File: src/rtl/ewb_drain.sv
// Drain engine for the L2 eviction write buffer: bursts the head dirty line
// to memory beat by beat and pops it only once the final beat is acknowledged.
module ewb_drain #(
  parameter int width       = 256,
  parameter int burst_width = 64,
  parameter int beats       = 4,
  parameter int cnt_width   = 16
) (
  input  logic                   clk,
  input  logic                   rst,
  input  logic                   ewb_empty_i,
  input  logic                   ewb_full_i,
  input  logic [width-1:0]       ewb_data_i,
  input  logic [31:0]            ewb_addr_i,
  output logic                   ewb_yumi_o,
  input  logic                   miss_pending_i,
  output logic                   busy_o,
  output logic [31:0]            mem_address_o,
  output logic                   mem_write_o,
  output logic [burst_width-1:0] mem_burst_o,
  input  logic                   mem_resp_i,
  output logic [cnt_width-1:0]   drained_count_o
);

  localparam int bw = (beats > 1) ? $clog2(beats) : 1;
  localparam logic [bw-1:0] last_beat = bw'(beats - 1);

  typedef enum logic [1:0] {
    IDLE  = 2'd0,
    WRITE = 2'd1,
    DONE  = 2'd2
  } state_t;

  state_t          state;
  logic [bw-1:0]   beat;
  logic [bw-1:0]   beat_next;
  logic [width-1:0] line;
  logic            start;

  // Reads win the port unless the buffer is full and must make room.
  assign start     = !ewb_empty_i && (!miss_pending_i || ewb_full_i);
  assign beat_next = beat + 1'b1;
  assign busy_o    = (state != IDLE);

  // Drain FSM; every memory/buffer output is a flop updated on transitions.
  always_ff @(posedge clk) begin
    if (rst) begin
      state           <= IDLE;
      beat            <= '0;
      line            <= '0;
      mem_address_o   <= 32'd0;
      mem_write_o     <= 1'b0;
      mem_burst_o     <= '0;
      ewb_yumi_o      <= 1'b0;
      drained_count_o <= '0;
    end else begin
      case (state)
        IDLE: begin
          ewb_yumi_o <= 1'b0;
          if (start) begin
            // Line is captured so later enqueues cannot disturb the burst.
            line          <= ewb_data_i;
            mem_address_o <= {ewb_addr_i[31:5], 5'd0};
            mem_burst_o   <= ewb_data_i[burst_width-1:0];
            mem_write_o   <= 1'b1;
            beat          <= '0;
            state         <= WRITE;
          end else begin
            mem_write_o <= 1'b0;
          end
        end
        WRITE: begin
          if (mem_resp_i) begin
            beat <= beat_next;
            if (beat == last_beat) begin
              mem_write_o   <= 1'b0;
              mem_address_o <= 32'd0;
              mem_burst_o   <= '0;
              ewb_yumi_o    <= 1'b1;
              state         <= DONE;
            end else begin
              mem_burst_o <= line[beat_next*burst_width +: burst_width];
            end
          end else begin
            mem_write_o <= 1'b1;
          end
        end
        DONE: begin
          ewb_yumi_o      <= 1'b0;
          drained_count_o <= drained_count_o + 1'b1;
          state           <= IDLE;
        end
        default: begin
          mem_write_o   <= 1'b0;
          mem_address_o <= 32'd0;
          mem_burst_o   <= '0;
          ewb_yumi_o    <= 1'b0;
          beat          <= '0;
          state         <= IDLE;
        end
      endcase
    end
  end

endmodule

File: config.mk
export PLATFORM = sky130hd
export DESIGN_NAME = ewb_drain
export DESIGN_NICKNAME = d
export VERILOG_FILES = /design/src/rtl/ewb_drain.sv
export SDC_FILE = /design/constraint.sdc
export NUM_CORES = 1
export LEC_CHECK = 0
export ABC_AREA = 1
export BUFFER_PORTS_ARGS = -buffer_cell sky130_fd_sc_hd__clkbuf_2
export CAP_MARGIN = 20
export CORE_MARGIN = 2
export CORE_UTILIZATION = 50
export DETAILED_ROUTE_END_ITERATION = 10
export HOLD_SLACK_MARGIN = 0.12
export PLACE_DENSITY = 0.88
export SKIP_CTS_REPAIR_TIMING = 1
export SLEW_MARGIN = 20
export SYNTH_ARGS = -nofsm -noshare
export SYNTH_HDL_FRONTEND = slang
export SYNTH_SLANG_ARGS = --single-unit
File: constraint.sdc
create_clock -name clk -period 3 [get_ports clk]
set_input_delay 0.6 -clock clk [delete_from_list [all_inputs] [get_ports clk]]
set_output_delay 0.6 -clock clk [all_outputs]
set_load 0.02 [all_outputs]
==> results.py, run 1 <==
metrics = {
    "synthesis": {
        "yosys_register_bits": 369,
        "synthTopCellsByArea": "dfxtp_1, nand2_1, a21oi_1, o21ai_0, inv_1",
        "yosysSeqAreaShare_pct": 46.2,
        "syn_avg_cell_area_sq_um": 6.94,
        "synth_edf_count": 0,
        "synth_commonest_cells": "nand2_1, dfxtp_1, a21oi_1, inv_1, o21ai_0",
        "synth_area_sq_um": 16000,
        "synth_area_leader_cell": "dfxtp_1",
        "synthCells": 2301,
        "yosys_warnings": 0,
        "synth_top_area_share_pct": 46.2,
        "synth_ff_type": "dfxtp_1",
        "yosysMostFrequentCell": "nand2_1",
        "async_reset_ff_share_pct": 0,
        "synth.distinct_cells": 29,
    },
    "worst_setup_path": {
        "max_stage_delay_ns": 0.60,
        "start_kind": "register",
        "cp_num_buf_inv": 3,
        "critical_path.endpoint_type": "primary output",
        "cp.required_ns": 2.40,
        "crit_arrival_ns": 1.94,
        "cp_cell_sequence": "nor2_4, buf_4, inv_1, clkbuf_2",
        "worst-setup-path-type": "reg -> out",
        "crit_family": "buffers and inverters",
        "cp_max_fo": 61,
        "cp_slowest_cell": "buf_4",
    },
    "drt": {
        "vias": 16500,
        "routed_wl_mm": 48.2,
        "via_per_inst": 5.44,
        "ant_nets": 0,
        "drtIter0Drc": 1367,
        "drtPass1Iterations": 5,
        "drc": 0,
        "avgRoutedWirePerCell_microns": 15.9,
    },
    "clock_tree": {
        "cts_buffer_depth": 3,
        "clockRootBuffer": "clkbuf_16",
        "numCtsBuffers": 40,
        "htreeDepth": 2,
        "clkSlewWorstSetupHoldPaths_ns": 0.06,
        "cts_tree": "built",
        "clock-sinks": 369,
        "clk-insertion-delay-late_ns": 0.52,
    },
    "die": {
        "die_x_microns": 183,
        "io_pins": 409,
        "initial_core_util_pct": 50.8,
        "core_area_sq_um": 31500,
        "rows": 65,
        "die_area_sq_um": 33400,
        "fp.dieH_microns": 183,
    },
    "global_route": {
        "first_global_vias": 16000,
        "grt_pass1_wl_mm": 77.3,
        "antenna_found_initial": 2,
        "overflow": 0,
        "grt_start_max_net_pins": 131,
        "grt_usage_pct": 28.1,
    },
    "timing": {
        "setup_viol": 0,
        "maxSlewViolCount": 0,
        "tns_ns": 0,
        "skew_ns": 0.0103,
        "finalCriticalPeriod_ns": 2.54,
        "max_slew_margin_pct": 44.4,
        "tightestPinTransition_ns": 0.834,
        "hold_violations": 0,
        "fmax_mhz": 393,
        "hold_ws_ns": 0.351,
        "rsz0062_at_grt": "false",
        "period_share_pct": 84.8,
    },
    "power_and_ir_drop": {
        "powerDensity_nw_per_um2": 660,
        "power_mw": 12.9,
        "ir_drop_uv": 521,
        "leakage_nw": 8.66,
    },
    "placement": {
        "place_inst": 2967,
        "gp_congestion": 0.874,
        "io_buffer_count": 398,
        "dpl.hpwl_mm": 31.9,
    },
    "cells_and_area": {
        "drive_gt1_share_pct": 19.9,
        "instances_no_fill": 3040,
        "finalNetCount": 2903,
        "synthToLayoutAreaGrowth_pct": 22.4,
        "regArea_sq_um": 7390,
        "final_util_pct": 62.1,
        "multi_input_area_sq_um": 6740,
        "fill_cells": 2641,
    },
    "run_status": {
        "outcome": "finished, final reports clean",
    },
    "job": {
        "max_cap_violations": 0,
    },
    "min_path": {
        "hold_class": "in -> reg",
    },
}
==> final timing paths <==
check / end / depth (start not counted) / slack [ns] / startpoint
max: busy_o / 4 / 0.46 / state[1]
min: mem_address_o[30] / 3 / 0.35 / ewb_addr_i[30]
max reg2reg: mem_burst_o[23] / 8 / 0.92 / state[0]
min reg2reg: line[9] / 2 / 0.44 / line[9]
==> registers in the layout (all words and copies together), names as in the netlist <==
signal / cells
line: 256
mem_burst_o: 64
mem_address_o: 27
drained_count_o: 16
beat: 2
state: 2
ewb_yumi_o: 1
mem_write_o: 1
==> power breakdown <==
group          internal (mW)  leakage (nW)  switching (mW)  total (mW)
Clock                   3.23         0.694            1.97        5.20
Sequential              5.35          3.04           0.242        5.59
Combinational          0.736          4.92            1.38        2.11
==> final cells by class <==
| cell class | instances | area share [%] |
|---|---|---|
| Sequential cell | 369 | 37.8 |
| Multi-Input combinational cell | 1472 | 34.5 |
| Tap cell | 402 | 2.57 |
| Inverter | 284 | 5.49 |
| Clock buffer | 60 | 6.23 |
| Clock inverter | 12 | 0.979 |
| Antenna cell | 1 | 0.0128 |
| Timing Repair Buffer | 440 | 12.5 |
==> per-layer routing <==
layer / up-vias / routed length [microns] / part of all wire (%) / track usage (%)
li1: 8024 / - / - / -
met1: 7560 / 19200 / 40 / 33.9
met2: 787 / 22600 / 47 / 47.5
met3: 173 / 3870 / 8.0 / 5.14
met4: 0 / 2570 / 5.3 / 15.7
met5: - / 0 / 0 / 0
==> worst reg2reg max path, cell delays in order, from the launching register on <==
cell     delay, ns
dfxtp_1       0.47
nor2_4        0.07
buf_4         0.27
nand2_1       0.18
nand2_1       0.10
nor2_4        0.13
buf_4         0.42
nand2_1       0.17
a21oi_1       0.17
==> stage by stage <==
step	instance area [sq um]	setup slack (ns)
final	19600	0.457
after global routing	19600	0.360
after CTS	19500	0.457
after detailed placement	18100	0.773
after global placement	18100	0.917
after floorplan	16000	1.35
==> kinds of logic (layout without fill, tap and decap cells) <==
family | count (synthesis) | count (layout) | share of synthesized area, %
AO/OA/AOI/OAI | 633 | 633 | 19.9
adder cells (fa/ha/maj) | 2 | 2 | 0.157
buffers and inverters | 464 | 796 | 11.9
flip-flops | 369 | 369 | 46.2
other | 1 | 6 | 0.0235
AND/OR/NAND/NOR | 832 | 832 | 21.9
==> placed cells by master, fill, tap and decap left out, types with 3 or more instances in the layout <==
cell,instances
clkbuf_16,41
a21oi_1,364
nand2_2,3
nor2_1,19
nand2_1,570
clkbuf_2,397
nor3_1,3
inv_2,6
clkinv_2,5
clkbuf_1,7
dfxtp_1,368
buf_4,33
o21ai_0,266
inv_1,276
bufinv_16,5
conb_1,5
nor2_4,3
nand4_1,28
nand3_1,201
buf_12,10
clkbuf_8,12
No activity file was read; power rests on OpenSTA's default activity.
==> inputs of run 2 (changes only) <==
==> constraint.sdc (replaced) <==
create_clock -name clk -period 2.64 [get_ports clk]
set_input_delay 0.528 -clock clk [delete_from_list [all_inputs] [get_ports clk]]
set_output_delay 0.528 -clock clk [all_outputs]
set_load 0.02 [all_outputs]
==> results.py, run 2 (synthesis gave the netlist of run 1 again) <==
metrics = {
    "run_status": {
        "outcome": "finished, final reports clean",
    },
    "cells_and_area": {
        "synthToLayoutAreaGrowth_pct": 22.3,
        "drive_gt1_share_pct": 20.0,
        "regArea_sq_um": 7390,
        "largest_reg_flops": 256,
        "final_common_cell": "nand2_1",
        "most-common-layout-cells": "nand2_1, clkbuf_2, dfxtp_1, a21oi_1, inv_1",
        "top_register": "line",
        "fill_cells": 2626,
        "reg_top3": "line (256), mem_burst_o (64), mem_address_o (27)",
        "finalNetCount": 2907,
        "multi_input_area_sq_um": 6740,
        "design_area_sq_um": 19500,
    },
    "job": {
        "max_cap_violations": 0,
    },
    "die": {
        "die_area_sq_um": 33400,
        "fp.dieH_microns": 183,
        "rows": 65,
        "core_area_sq_um": 31500,
        "initial_core_util_pct": 50.8,
        "io_pins": 409,
        "die_x_microns": 183,
    },
    "clock_tree": {
        "numCtsBuffers": 40,
        "cts_tree": "built",
        "clockRootBuffer": "clkbuf_16",
        "cts_buffer_depth": 3,
        "clock-sinks": 369,
        "clkSlewWorstSetupHoldPaths_ns": 0.06,
        "clk-insertion-delay-late_ns": 0.52,
        "htreeDepth": 2,
    },
    "placement": {
        "dpl_worst_slack_ns": 0.508,
        "place_area_sq_um": 18200,
        "io_buffer_count": 398,
        "gp_congestion": 0.874,
        "dpl.hpwl_mm": 32.5,
    },
    "worst_setup_path": {
        "cp_cell_sequence": "nor2_4, inv_1, clkbuf_2",
        "path_depth": 3,
        "worstReg2RegEnd": "mem_burst_o[2]",
        "cp_num_buf_inv": 2,
        "crit_start": "state[1]",
        "reg2reg_depth": 8,
        "critical_path.endpoint_type": "primary output",
        "crit_family": "simple AND/OR/NAND/NOR gates",
        "worst-setup-path-type": "reg -> out",
        "r2r_start": "beat[0]",
        "crit_arrival_ns": 1.64,
        "reg2reg_slack_ns": 0.49,
        "cp.required_ns": 2.11,
        "cp_max_fo": 22,
        "cp-endpoint": "busy_o",
        "max_stage_delay_ns": 0.48,
        "start_kind": "register",
        "cp_slowest_cell": "nor2_4",
    },
    "timing": {
        "maxSlewViolCount": 0,
        "tightestPinTransition_ns": 0.698,
        "tns_ns": 0,
        "setup_viol": 0,
        "rsz0062_at_grt": "false",
        "fin_ws_ns": 0.473,
        "finalCriticalPeriod_ns": 2.17,
        "period_share_pct": 82.1,
        "hold_violations": 0,
        "max_slew_margin_pct": 53.5,
        "fmax_mhz": 461,
        "skew_ns": 0.00990,
    },
    "drt": {
        "routed_wl_mm": 48.5,
        "drtIter0Drc": 1236,
        "avgRoutedWirePerCell_microns": 15.9,
        "vias": 16500,
        "drtPass1Iterations": 5,
        "ant_nets": 0,
        "drc": 0,
        "via_per_inst": 5.43,
    },
    "global_route": {
        "grt_pass1_wl_mm": 77.8,
        "grt_usage_pct": 28.4,
        "grt_start_max_net_pins": 78,
        "antenna_found_initial": 3,
        "first_global_vias": 16100,
        "overflow": 0,
    },
    "power_and_ir_drop": {
        "leakage_nw": 8.65,
        "powerDensity_nw_per_um2": 731,
        "power_mw": 14.3,
        "ir_drop_uv": 554,
    },
    "min_path": {
        "hold_class": "in -> reg",
    },
}
## run 2: layout make-up
type / count / share of cell area [%]
Timing Repair Buffer: 444 / 12.9
Tap cell: 402 / 2.57
Inverter: 284 / 5.49
Clock buffer: 62 / 6.22
Multi-Input combinational cell: 1472 / 34.5
Sequential cell: 369 / 37.8
Clock inverter: 10 / 0.435
Antenna cell: 3 / 0.0384
## run 2: worst min path at each step
| stage | start | endpoint | slack [ns] | depth (start not counted) |
|---|---|---|---|---|
| after floorplan | line[100] | line[100] | 0.42 | 2 |
| after global placement | line[26] | line[26] | 0.43 | 2 |
| after detailed placement | line[111] | line[111] | 0.43 | 2 |
| after CTS | ewb_addr_i[20] | mem_address_o[20] | 0.25 | 3 |
| after global routing | ewb_addr_i[25] | mem_address_o[25] | 0.27 | 3 |
| final | ewb_addr_i[19] | mem_address_o[19] | 0.27 | 3 |
## run 2: worst register-to-register path, delay by kind of cell (launching register included)
| family | cells | cell delay [ns] |
|---|---|---|
| buffers and inverters | 2 | 0.50 |
| adder cells (fa/ha/maj) | 1 | 0.37 |
| AO/OA/AOI/OAI | 1 | 0.09 |
| AND/OR/NAND/NOR | 4 | 0.47 |
| flip-flops | 1 | 0.57 |
## run 2: where the power goes
part / internal [mW] / switching [mW]
combinational: 0.853 / 1.56
sequential: 6.08 / 0.283
clock: 3.26 / 2.24
## run 2: layer usage
| layer | up-vias | GRT usage (%) | part of all wire [%] |
|---|---|---|---|
| li1 | 8038 | - | - |
| met1 | 7539 | 33.9 | 39 |
| met2 | 786 | 48.9 | 48 |
| met3 | 163 | 4.71 | 7.9 |
| met4 | 0 | 15.3 | 4.7 |
| met5 | - | 0 | 0 |
## run 2: through the flow
stage	util [%]	hold slack (ns)	std cells
global route	62.1	0.269	3046
detailed placement	57.9	0.434	2971
CTS	62.1	0.254	3043
global placement	57.9	0.430	2971
finish	62.1	0.272	3046
floorplan	-	0.424	2305
